===== src/rtl/pulse_train_gen.sv =====
// pulse_train_gen
//
// Produces a programmable train of high/low periods on a single registered
// output, together with registered rising/falling edge strobes that line up
// with the edges it creates, so a downstream edge detector sampling sig on
// the same clock reports exactly the edges flagged here. A command is
// accepted with start while idle; busy covers the train and done pulses for
// one cycle at the end.
//
// Optional feature macro: PTG_ABORT_EN
//   When defined, an abort input cancels a running train at the next edge
//   without producing done.
//
// Parameters:
//   CNT_W      width of the high/low length fields
//   NUM_W      width of the pulse-count field
//
// Ports:
//   clk        clock, all state changes on the rising edge
//   rst        synchronous active-high reset
//   start      command strobe, sampled only in IDLE
//   high_len   high-phase length in cycles (0 treated as 1)
//   low_len    low-phase length in cycles (0 treated as 1)
//   num_pulses number of high/low periods (0 = empty command)
//   abort      cancel the running train (PTG_ABORT_EN only)
//   sig        generated waveform
//   pe         one-cycle strobe in the first cycle sig is high
//   ne         one-cycle strobe in the first cycle sig is low after a high
//   busy       train in progress
//   done       one-cycle completion strobe

module pulse_train_gen #(
    parameter int CNT_W = 8,
    parameter int NUM_W = 8
) (
    input  logic             clk,
    input  logic             rst,
    input  logic             start,
    input  logic [CNT_W-1:0] high_len,
    input  logic [CNT_W-1:0] low_len,
    input  logic [NUM_W-1:0] num_pulses,
`ifdef PTG_ABORT_EN
    input  logic             abort,
`endif
    output logic             sig,
    output logic             pe,
    output logic             ne,
    output logic             busy,
    output logic             done
);

    typedef enum logic [1:0] {
        IDLE = 2'd0,
        HIGH = 2'd1,
        LOW  = 2'd2
    } state_t;

    state_t           state_q, state_d;
    logic [CNT_W-1:0] cnt_q, cnt_d;
    logic [CNT_W-1:0] hl_q, hl_d;
    logic [CNT_W-1:0] ll_q, ll_d;
    logic [NUM_W-1:0] rem_q, rem_d;
    logic             sig_d, pe_d, ne_d, busy_d, done_d;
    logic [CNT_W-1:0] hl_eff, ll_eff;
    logic             abort_req;

`ifdef PTG_ABORT_EN
    assign abort_req = abort;
`else
    assign abort_req = 1'b0;
`endif

    // A zero length would otherwise underflow the reload value, so it is
    // promoted to a single-cycle phase before being latched.
    assign hl_eff = (high_len == '0) ? CNT_W'(1) : high_len;
    assign ll_eff = (low_len  == '0) ? CNT_W'(1) : low_len;

    // Next-state and next-output logic. Every output is computed here and
    // registered below, so sig and its strobes change on the same edge.
    always_comb begin
        state_d = state_q;
        cnt_d   = cnt_q;
        hl_d    = hl_q;
        ll_d    = ll_q;
        rem_d   = rem_q;
        sig_d   = sig;
        busy_d  = busy;
        pe_d    = 1'b0;
        ne_d    = 1'b0;
        done_d  = 1'b0;

        case (state_q)
            IDLE: begin
                if (start) begin
                    hl_d  = hl_eff;
                    ll_d  = ll_eff;
                    rem_d = num_pulses;
                    if (num_pulses == '0) begin
                        done_d = 1'b1;
                    end else begin
                        state_d = HIGH;
                        sig_d   = 1'b1;
                        pe_d    = 1'b1;
                        busy_d  = 1'b1;
                        cnt_d   = hl_eff - CNT_W'(1);
                    end
                end
            end

            HIGH: begin
                if (abort_req) begin
                    // Abort wins over any phase transition; the falling edge
                    // it causes is still flagged because sig was high.
                    state_d = IDLE;
                    sig_d   = 1'b0;
                    busy_d  = 1'b0;
                    ne_d    = sig;
                    cnt_d   = '0;
                    rem_d   = '0;
                end else if (cnt_q == '0) begin
                    state_d = LOW;
                    sig_d   = 1'b0;
                    ne_d    = 1'b1;
                    cnt_d   = ll_q - CNT_W'(1);
                end else begin
                    cnt_d = cnt_q - CNT_W'(1);
                end
            end

            LOW: begin
                if (abort_req) begin
                    state_d = IDLE;
                    sig_d   = 1'b0;
                    busy_d  = 1'b0;
                    ne_d    = sig;
                    cnt_d   = '0;
                    rem_d   = '0;
                end else if (cnt_q == '0) begin
                    if (rem_q > NUM_W'(1)) begin
                        rem_d   = rem_q - NUM_W'(1);
                        state_d = HIGH;
                        sig_d   = 1'b1;
                        pe_d    = 1'b1;
                        cnt_d   = hl_q - CNT_W'(1);
                    end else begin
                        state_d = IDLE;
                        busy_d  = 1'b0;
                        done_d  = 1'b1;
                        rem_d   = '0;
                    end
                end else begin
                    cnt_d = cnt_q - CNT_W'(1);
                end
            end

            default: begin
                state_d = IDLE;
                sig_d   = 1'b0;
                busy_d  = 1'b0;
            end
        endcase
    end

    // State, counters and all outputs. Reset is synchronous and clears
    // everything, so a mid-train reset produces neither ne nor done.
    always_ff @(posedge clk) begin
        if (rst) begin
            state_q <= IDLE;
            cnt_q   <= '0;
            hl_q    <= '0;
            ll_q    <= '0;
            rem_q   <= '0;
            sig     <= 1'b0;
            pe      <= 1'b0;
            ne      <= 1'b0;
            busy    <= 1'b0;
            done    <= 1'b0;
        end else begin
            state_q <= state_d;
            cnt_q   <= cnt_d;
            hl_q    <= hl_d;
            ll_q    <= ll_d;
            rem_q   <= rem_d;
            sig     <= sig_d;
            pe      <= pe_d;
            ne      <= ne_d;
            busy    <= busy_d;
            done    <= done_d;
        end
    end

endmodule


===== config.mk =====
export PLATFORM = sky130hd
export DESIGN_NAME = pulse_train_gen
export DESIGN_NICKNAME = d
export VERILOG_FILES = /design/src/rtl/pulse_train_gen.sv
export SDC_FILE = /design/constraint.sdc
export NUM_CORES = 1
export LEC_CHECK = 0
export ABC_CLOCK_PERIOD_IN_PS = 3650
export CAP_MARGIN = 15
export CORE_MARGIN = 3
export CORE_UTILIZATION = 55
export DETAILED_ROUTE_END_ITERATION = 8
export GPL_ROUTABILITY_DRIVEN = 1
export PLACE_DENSITY = 0.88
export SETUP_SLACK_MARGIN = 0.1
export SLEW_MARGIN = 10
export SYNTH_ARGS = -nofsm -noshare
export SYNTH_HDL_FRONTEND = slang
export SYNTH_SLANG_ARGS = --single-unit

===== constraint.sdc =====
create_clock -name clk -period 3.65 [get_ports clk]
set_clock_uncertainty 0.1 [all_clocks]
set_input_delay 0.5475 -clock clk [delete_from_list [all_inputs] [get_ports clk]]
set_output_delay 0.5475 -clock clk [all_outputs]
set_load 0.01 [all_outputs]

### Yosys cells after proc, flatten, opt, wreduce, memory -nomap -nowiden

Index checks and enable logic that the tools add are counted.

| storage, ports and cells | value |
|---|---|
| logic and storage cells | 78 |
| memories | 0 |
| RAM bits | 0 |
| latch bits | 0 |
| output and inout port bits | 5 |
| bits in registers | 39 |
| bits in read-only memories | 0 |

| operators by class | value |
|---|---|
| muxes and demuxes | 38 |
| add/subtract/negate cells | 5 |
| bitwise logic cells | 1 |
| div/mod/pow operators | 0 |
| order comparisons | 1 |
| eq/ne operators | 9 |
| multiply operators | 0 |
| shift-type cells | 0 |
| reductions and logical operators | 14 |

Operators with widths:

| cell | count |
|---|---|
| $mux W8 | 10 |
| $sub A8 B1 Y8 const B | 5 |
| $logic_not A8 Y1 | 4 |
| $pmux W8 S3 | 1 |
| $mux W1 | 17 |
| $pmux W8 S2 | 1 |
| $ne A2 B2 Y1 const B | 6 |
| $reduce_and A5 Y1 | 2 |
| $gt A8 B1 Y1 const B | 1 |
| $mux W2 | 4 |
| $reduce_and A4 Y1 | 2 |
| $pmux W1 S3 | 2 |
| $pmux W2 S3 | 1 |
| $pmux W1 S2 | 2 |
| $ne A3 B3 Y1 const B | 1 |
| $reduce_and A3 Y1 | 1 |
| $reduce_bool A3 Y1 | 1 |
| $eq A2 B1 Y1 const B | 1 |
| $eq A2 B2 Y1 const B | 1 |
| $logic_not A2 Y1 | 1 |
| $reduce_and A2 Y1 | 1 |
| $reduce_bool A2 Y1 | 1 |
| $reduce_or A2 Y1 | 1 |
| $not A1 Y1 | 1 |

### Longest topological paths before layout

Gate-level depths: netlist of run 1.

| depth | value |
|---|---|
| word-level depth | 6 |
| mapped depth | 10 |
| gate-level depth less buffers | 7 |

### Worst setup path before layout of run 1

OpenSTA, ideal clock, no wires.

| timing | value |
|---|---|
| kind | reg2reg |
| start | register rem_q[5] |
| end | register cnt_q[4] |
| library setup time | 0.119 ns |
| arrival | 2.285 ns |
| buffers on the path | 3 |
| slack | 1.147 ns |
| stages on the path, launching flop included | 9 |
| path through | dfxtp_1 -> or4_4 -> or3_1 -> buf_2 -> or3_1 -> buf_6 -> and2_4 -> buf_6 -> o221a_1 |

| between the ends | value |
|---|---|
| longest elaborated chain between the ends | 3 |

Ends and longest elaborated chain:

| element | line | RTL |
|---|---|---|
| start, declared | 62 | `logic [NUM_W-1:0] rem_q, rem_d;` |
| start signal, assigned | 183 | `rem_q <= rem_d;` |
| $gt A8 B1 Y1 | 139 | `if (rem_q > NUM_W'(1)) begin` |
| $ne A3 B3 Y1 (no source line) | -- |  |
| $reduce_and A4 Y1 (no source line) | -- |  |
| end signal, assigned | 180 | `cnt_q <= cnt_d;` |
| end, declared | 59 | `logic [CNT_W-1:0] cnt_q, cnt_d;` |

No other way between the ends.
A chain may end at the register's enable or synchronous reset.

### Worst setup path after layout of run 1

| timing | value |
|---|---|
| start | register rem_q[5] |
| end | register cnt_q[0] |

The elaborated chain is that of the path after synthesis.

==> run summary, run 1 <==
Power spread over the standard cell area amounts to 813 mW/mm2. The logs give 2615 for the via count of the routed design and 0.00111 uW for the static leakage power. The instance area after placement was 0.00290 mm2. Synthesized instance count: 340. The run gives 0 as the total congestion overflow. The relative area change from synthesis to final layout came out at 15.3%. The fraction of synthesized cell area taken by the top area cell type came out at 30.3%. The count of buffers inserted at the top-level ports was 31; the starting utilization of the core area was 58.0%. The run gives 0 as the number of failing hold endpoints at the final stage. The flow ran to the end, and the final reports show no timing, DRC or antenna violations. The synthesized design contains 39 register bits.

The netlist area before placement is 0.00258 mm2. Floorplan die width: 74.5 um. The routed design has 6.44 mm of wire. The start-to-end type of the worst setup path is reg -> reg.

Number of max-capacitance violations reported: 0. After synthesis, flip-flops and latches occupy 30.3% of the total area. For the pin with the worst max-slew slack, the measured transition is 0.798 ns. The worst register-to-register path ends at cnt_q[0].

On the critical path, the stage with the largest delay is an instance of or3_1. Y dimension of the die: 74.5 um. The clock net in this run drives a total of 39 sinks.

Most repeated library cell on the critical path: or3_1. In this run, post-CTS hold repair placed 0 buffers. The cell at the root of the clock tree is clkbuf_8. Fraction of synthesis flops using an asynchronous set or reset pin: 0%. The first global-routing pass estimated 10.6 mm of wire. STA puts the critical path data required time at 3.72 ns. Number of cells on the worst reg-to-reg path: 5. The finished cells cover 0.00297 mm2. For the count of antenna-violating nets left after detailed routing, the log shows 0. After detailed routing, the number of remaining DRC violations is 0. On the worst path, the slowest cell contributes a delay of 0.57 ns. For the arrival time reported for the critical path endpoint, the log shows 2.77 ns. The number of global-route vias before repair is 2399, and the number of nets in the finished design is 401. Of all nets on the critical path, the largest fanout is 10. The share of the core filled with cells came out at 66.9%. The layout filler cell count was 383; the average via count per standard cell was 6.30. Number of buffers on the longest clock path: 2. The placer congestion estimate was 0.901. The post-CTS setup buffer count was 0; the clock latency on the worst-skew pair was 0.29 ns. The largest total area in the synthesized netlist belongs to dfxtp_1. For the number of max-slew violations in the final report, the log shows 0. Peak clock frequency supported by timing: 0.372 GHz. In this run the most critical hold path is launched from sig. Averaged over all synthesized cells, the footprint is 7.58 um2. The setup TNS is 0 ns. The first detailed-routing pass ran for 5 iterations. The synthesized netlist contains 53 unique library cells.

The final standard cell count with taps included and fillers excluded came out at 415. During I/O placement, the number of pins put on the boundary was 32. Measured against its own limit, the worst slew margin works out to 46.3%. VDD sags by at most 397 uV. The routed wirelength normalized by instance count works out to 15.5 um.

In the synthesized netlist the dominant register cell turns out to be dfxtp_1. The number of placed cells counting well taps came out at 409. The fraction of layout instances using a drive strength above 1 was 6.06%.

Number of gates resized after cts: 0. Kind of cell with the highest combined delay on the critical path: simple AND/OR/NAND/NOR gates. The worst setup path is captured at a flop. The clock slew at the register clock pins of the worst setup and hold paths was 0.08 ns; the detailed-placement wirelength estimate was 4.81 mm. TritonCTS built the clock tree. Counting flops with a built-in enable in the synthesized netlist gives 0. Class of the tightest hold or removal check: reg -> reg.

The largest net degree at the start of global routing is 35. The floorplan step defined a core boundary enclosing 0.00444 mm2. The repair_antennas step left the layout with diodes totalling 0.

Clock tree synthesis inserted a total of 5 buffers. The H-tree was split into 2 levels. Counting I/O delays and the setup requirement, the final critical path takes 2.69 ns. The run gives 0 as the warning count from the yosys run.

The worst hold path terminates at sig. The library cells used most frequently in the layout, excluding fill and tap cells, are 46 x nand2_1, 39 x dfxtp_1, 31 x a21oi_1, 31 x clkdlybuf4s50_1, 25 x nor2_1. Setup repair after global routing left no endpoint under its margin. Number of buffer and inverter instances along the worst setup path: 0.

In this run the critical register-to-register path is launched from rem_q[5]. The floorplan die area is 0.00554 mm2, and the slack of the worst reg-to-reg path is 0.96 ns. Yosys attributes the largest share of cell area to dfxtp_1 30%, nand2_1 6.7%, a21oi_1 6.0%. Number of standard-cell rows in the floorplan: 24. Traced cell by cell, the critical path runs through or4_4, or3_1, or3_1, and2_4, o221a_1. The worst hold path passes through 2 cells. The initial antenna violation count is 0, and the ratio of final minimum period to clock period is 73.7%. The worst setup path is launched from a flop. The library cell used most frequently in the layout, excluding fill and tap cells, is nand2_1. The first routing iteration left 177 violations. The run gives 0 as the count of final setup violators. Counting every net in the synthesized netlist gives 377. In the global route stage, overall resource usage came out at 24.3%.
## report_power, final
group,total (uW),internal (uW),switching (uW)
Combinational,1440,576,867
Clock,270,127,142
Sequential,704,555,149
## state kept, by name, summed over array words and instances (netlist names)
signal / flops
hl_q: 8
sig: 1
ll_q: 8
rem_q: 8
cnt_q: 8
busy: 1
ne: 1
state_q: 2
pe: 1
done: 1
## worst min-delay path, cell delays in order (launching register included)
cell and delay, ns:
dfxtp_1 0.31, inv_1 0.05, a221oi_1 0.06
## metrics by stage
stage | setup slack [ns] | hold WS (ns) | total power (uW)
2_1_floorplan | 1.15 | 0.344 | 1780
3_3_place_gp | 0.885 | 0.360 | 2080
3_5_place_dp | 0.759 | 0.367 | 2120
4_1_cts | 0.981 | 0.380 | 2390
5_1_grt | 0.907 | 0.410 | 2610
6_report | 0.960 | 0.377 | 2420
## final cells by class
type	count	area, um2	area share [%]
Clock buffer	6	72.6	2.44
Multi-Input combinational cell	261	1630	54.9
Sequential cell	39	781	26.3
Tap cell	52	65.1	2.19
Inverter	22	82.6	2.78
Timing Repair Buffer	35	340	11.5
## cells by family after synthesis
kind of cell / Yosys count / share of synthesized area (%)
mux: 3 / 1.26
compound gates: 104 / 28.1
fa+ha+maj: 10 / 4.85
simple gates: 134 / 25.7
flops: 39 / 30.3
buf+inv: 40 / 6.46
xor+xnor: 10 / 3.40
## cell usage after synthesis (all sizes together), types with 5 or more instances
cell / number
inv: 21
a31oi: 6
nor4: 9
nor3: 13
ha: 10
a221oi: 7
nand3: 12
nor2: 25
clkbuf: 15
xor2: 9
o21ai: 18
nand2: 46
or4: 5
a21oi: 31
a211oi: 8
dfxtp: 39
## layer usage
metal  vias up  wire, um  share of wire [%]  global-route usage [%]
met3        11       456                7.1                    4.46
met2       115      3070                 48                    41.5
met4         0        98                1.5                    7.71
met5         -         0                  0                       0
li1       1294         -                  -                       -
met1      1195      2810                 44                    31.1
## worst max-delay path by stage
stage | cells past startpoint | endpoint | slack (ns) | from
finish | 5 | cnt_q[0] | 0.96 | rem_q[5]
global placement | 8 | cnt_q[4] | 0.89 | high_len[2]
detailed placement | 8 | cnt_q[4] | 0.76 | high_len[2]
floorplan | 8 | cnt_q[4] | 1.15 | rem_q[5]
global route | 8 | cnt_q[4] | 0.91 | high_len[2]
CTS | 5 | cnt_q[0] | 0.98 | rem_q[5]
Power figures use the tool's default switching activity.
==> run 2, diff against run 1 <==
--- a/config.mk
+++ b/config.mk
@@ -5,13 +5,13 @@
 export SDC_FILE = /design/constraint.sdc
 export NUM_CORES = 1
 export LEC_CHECK = 0
-export ABC_CLOCK_PERIOD_IN_PS = 3650
+export ABC_CLOCK_PERIOD_IN_PS = 2400
 export CAP_MARGIN = 15
 export CORE_MARGIN = 3
-export CORE_UTILIZATION = 55
+export CORE_UTILIZATION = 50
 export DETAILED_ROUTE_END_ITERATION = 8
 export GPL_ROUTABILITY_DRIVEN = 1
-export PLACE_DENSITY = 0.88
+export PLACE_DENSITY = 0.85
 export SETUP_SLACK_MARGIN = 0.1
 export SLEW_MARGIN = 10
 export SYNTH_ARGS = -nofsm -noshare
==> constraint.sdc (replaced) <==
create_clock -name clk -period 2.4 [get_ports clk]
set_clock_uncertainty 0.1 [all_clocks]
set_input_delay 0.36 -clock clk [delete_from_list [all_inputs] [get_ports clk]]
set_output_delay 0.36 -clock clk [all_outputs]
set_load 0.01 [all_outputs]
==> run 2 against run 1 <==
  * Non-clock buffer count rose by 25
  * Register-to-register slack worse by 0.80 ns
  * Core utilization down 0.26 points
  * Clock power grew 61%
  * Routed wire length grew 11%
  * Die area increased by 9.2%
  * Critical endpoint is now cnt_q[1]
==> run summary, run 2 (same netlist as run 1, synthesis figures left out) <==
The run finished with clean final reports. The kind of start point of the critical path was a flop (unchanged). The number of nets in the finished design is 426 (was 401), and the number of max-slew violations in the final report is 0 (unchanged).

The count of final setup violators is 0 (unchanged), and the average via count per standard cell is 6.04 (was 6.30). The setup TNS was 0 ns (unchanged); the fraction of layout instances using a drive strength above 1 was 14.6% (was 6.06%). The tools report the number of placed cells counting well taps as 449 (was 409). For the cell area after layout, the log shows 0.00323 mm2 (was 0.00297 mm2). TritonCTS built the clock tree. The ratio of final minimum period to clock period is 93.5% (was 73.7%), and the final period demand of the worst path is 2.24 ns (was 2.69 ns).

The y dimension of the die is 77.8 um (was 74.5 um), and the number of standard-cell rows in the floorplan is 25 (was 24). Wire length of the first global-routing pass: 11.5 mm (was 10.6 mm). The type of element capturing the critical path was a flop (unchanged). The total wirelength of the detailed-routed design is 7.14 mm (was 6.44 mm), and the count of antenna-violating nets left after detailed routing is 0 (unchanged). For the floorplan die area, the log shows 0.00605 mm2 (was 0.00554 mm2). The count of clock tree sinks was 39 (unchanged). The starting utilization of the core area was 53.2% (was 58.0%). The static leakage power was 0.00125 uW (was 0.00111 uW); the initial antenna violation count was 0 (unchanged).

The maximum ir drop on the vdd rail was 602 uV (was 397 uV). The floorplan die width is 77.8 um (was 74.5 um). The CTS buffer count is 5 (unchanged), and the number of failing hold endpoints at the final stage is 0 (unchanged).

The transition time at the pin with the least slew margin came out at 0.582 ns (was 0.798 ns). The run gives 0.156 ns (was 0.960 ns) as the slack of the critical path. Setup repair after global routing could not meet its margin everywhere. Instance area after placement: 0.00311 mm2 (was 0.00290 mm2).

The first-iteration detailed-routing DRC count is 239 (was 177), and the total congestion overflow is 0 (unchanged). The headroom to the max-slew limit was 60.8% (was 46.3%); the boundary pin count was 32 (unchanged). The run gives 0.29 ns (about the same) as the clock latency on the worst-skew pair.

The count of buffers inserted at the top-level ports is 31 (unchanged). The placer congestion estimate was 0.948 (was 0.901); the number of max-capacitance violations reported was 0 (unchanged). The final standard cell count with taps included and fillers excluded is 457 (was 415). The run gives 34 (was 35) as the largest net degree at the start of global routing. Start-to-end type of the worst setup path: reg -> reg (unchanged). The cell at the root of the clock tree is clkbuf_8 (unchanged). Most frequent cells in the layout: 46 x nand2_1, 38 x dfxtp_1, 31 x clkdlybuf4s50_1, 30 x a21oi_1, 29 x buf_4 (was 46 x nand2_1, 39 x dfxtp_1, 31 x a21oi_1, 31 x clkdlybuf4s50_1, 25 x nor2_1). The global-route total usage across every layer is 23.6% (was 24.3%), and the routed wirelength normalized by instance count is 15.6 um (was 15.5 um). The logs give 0.0138 ns (was 0.759 ns) for the setup slack at placement and 2 (unchanged) for the total number of H-tree levels. The relative area change from synthesis to final layout came out at 25.3% (was 15.3%).

The cell area power density came out at 1260 mW/mm2 (was 813 mW/mm2). The logs give 2760 (was 2615) for the via count of the routed design and 0.446 GHz (was 0.372 GHz) for the peak clock frequency supported by timing. The tools report the worst hold slack as 0.373 ns (was 0.377 ns). Arrival time reported for the critical path endpoint: 2.31 ns (was 2.77 ns). For the first-pass iteration count of the detailed router, the log shows 6 (was 5). The number of design rule violations left after detail routing is 0 (unchanged). The class of the tightest hold or removal check is reg -> reg (unchanged). The clock slew at the register clock pins of the worst setup and hold paths was 0.08 ns (about the same); the required time of the critical path was 2.47 ns (was 3.72 ns). The diode insertion count for antenna repair is 0 (unchanged). The tools report the post-CTS setup buffer count as 0 (unchanged).

The most common library cell in the layout ignoring fill and taps is nand2_1 (unchanged). The run gives 5.31 mm (was 4.81 mm) as the detailed-placement wirelength estimate. The number of buffers on the longest clock path was 2 (unchanged).

Maximum fanout along the worst path: 5 (was 10). The placeable core region was 0.00485 mm2 (was 0.00444 mm2); the number of global-route vias before repair was 2518 (was 2399).
-- run 2: changes by cell type in the layout (fill, tap and decap cells not counted), sizes merged --
cell	change
clkinv	+1
clkinvlp	+1
buf	+25
-- run 2: path summary, 6_finish.rpt --
check / startpoint / end / slack [ns] / depth (start not counted)
max: cnt_q[1] / cnt_q[1] / 0.16 / 8
min: ll_q[7] / ll_q[7] / 0.37 / 2
max reg2reg: cnt_q[1] / cnt_q[1] / 0.16 / 8
min reg2reg: ll_q[7] / ll_q[7] / 0.37 / 2
-- run 2: where the power goes --
group / switching, uW / total, uW / internal [uW]
logic: 1470 / 2590 / 1120
clock network: 230 / 434 / 203
registers: 202 / 1050 / 845
total: 1900 / 4070 / 2160
-- run 2: layer usage --
layer  up-vias  share of wire, %  wire [um]  track usage (%)
met1      1257                43       3070             31.2
met5         -                 0          0                0
met2       137                47       3330             37.1
li1       1347                 -          -                -
met4         0               2.1        147             8.54
met3        19               8.2        588             5.57
-- run 2: repair_timing --
| action | 4_1_cts | 5_1_grt |
|---|---|---|
| endpoints found under the setup margin | 0 | 16 |
| resized for setup | 0 | 9 |
| hold buffers | 0 | 0 |
-- run 2: stage by stage --
step                      total power (uW)  utilization (%)
after floorplan                       2730                -
after detailed placement              3510             64.1
after global routing                  4390             66.6
final                                 4070             66.6
after CTS                             3950             65.8
after global placement                3440             64.1
-- run 2: final cells by class --
| cell class | count | area (um2) |
|---|---|---|
| clock buffers | 6 | 72.6 |
| clock inverters | 2 | 12.5 |
| fillers | 420 | 1620 |
| inverters | 22 | 82.6 |
| multi-input cells | 261 | 1670 |
| flip-flops and latches | 39 | 782 |
| well taps | 67 | 83.8 |
| repair buffers | 60 | 528 |
-- run 2: critical path: stages, from the launching register on --
cell      delay (ns)
dfxtp_1         0.34
inv_1           0.07
ha_1            0.18
or3b_2          0.52
nor2_1          0.18
buf_4           0.17
nand2_1         0.08
a221oi_2        0.34
o32ai_1         0.13
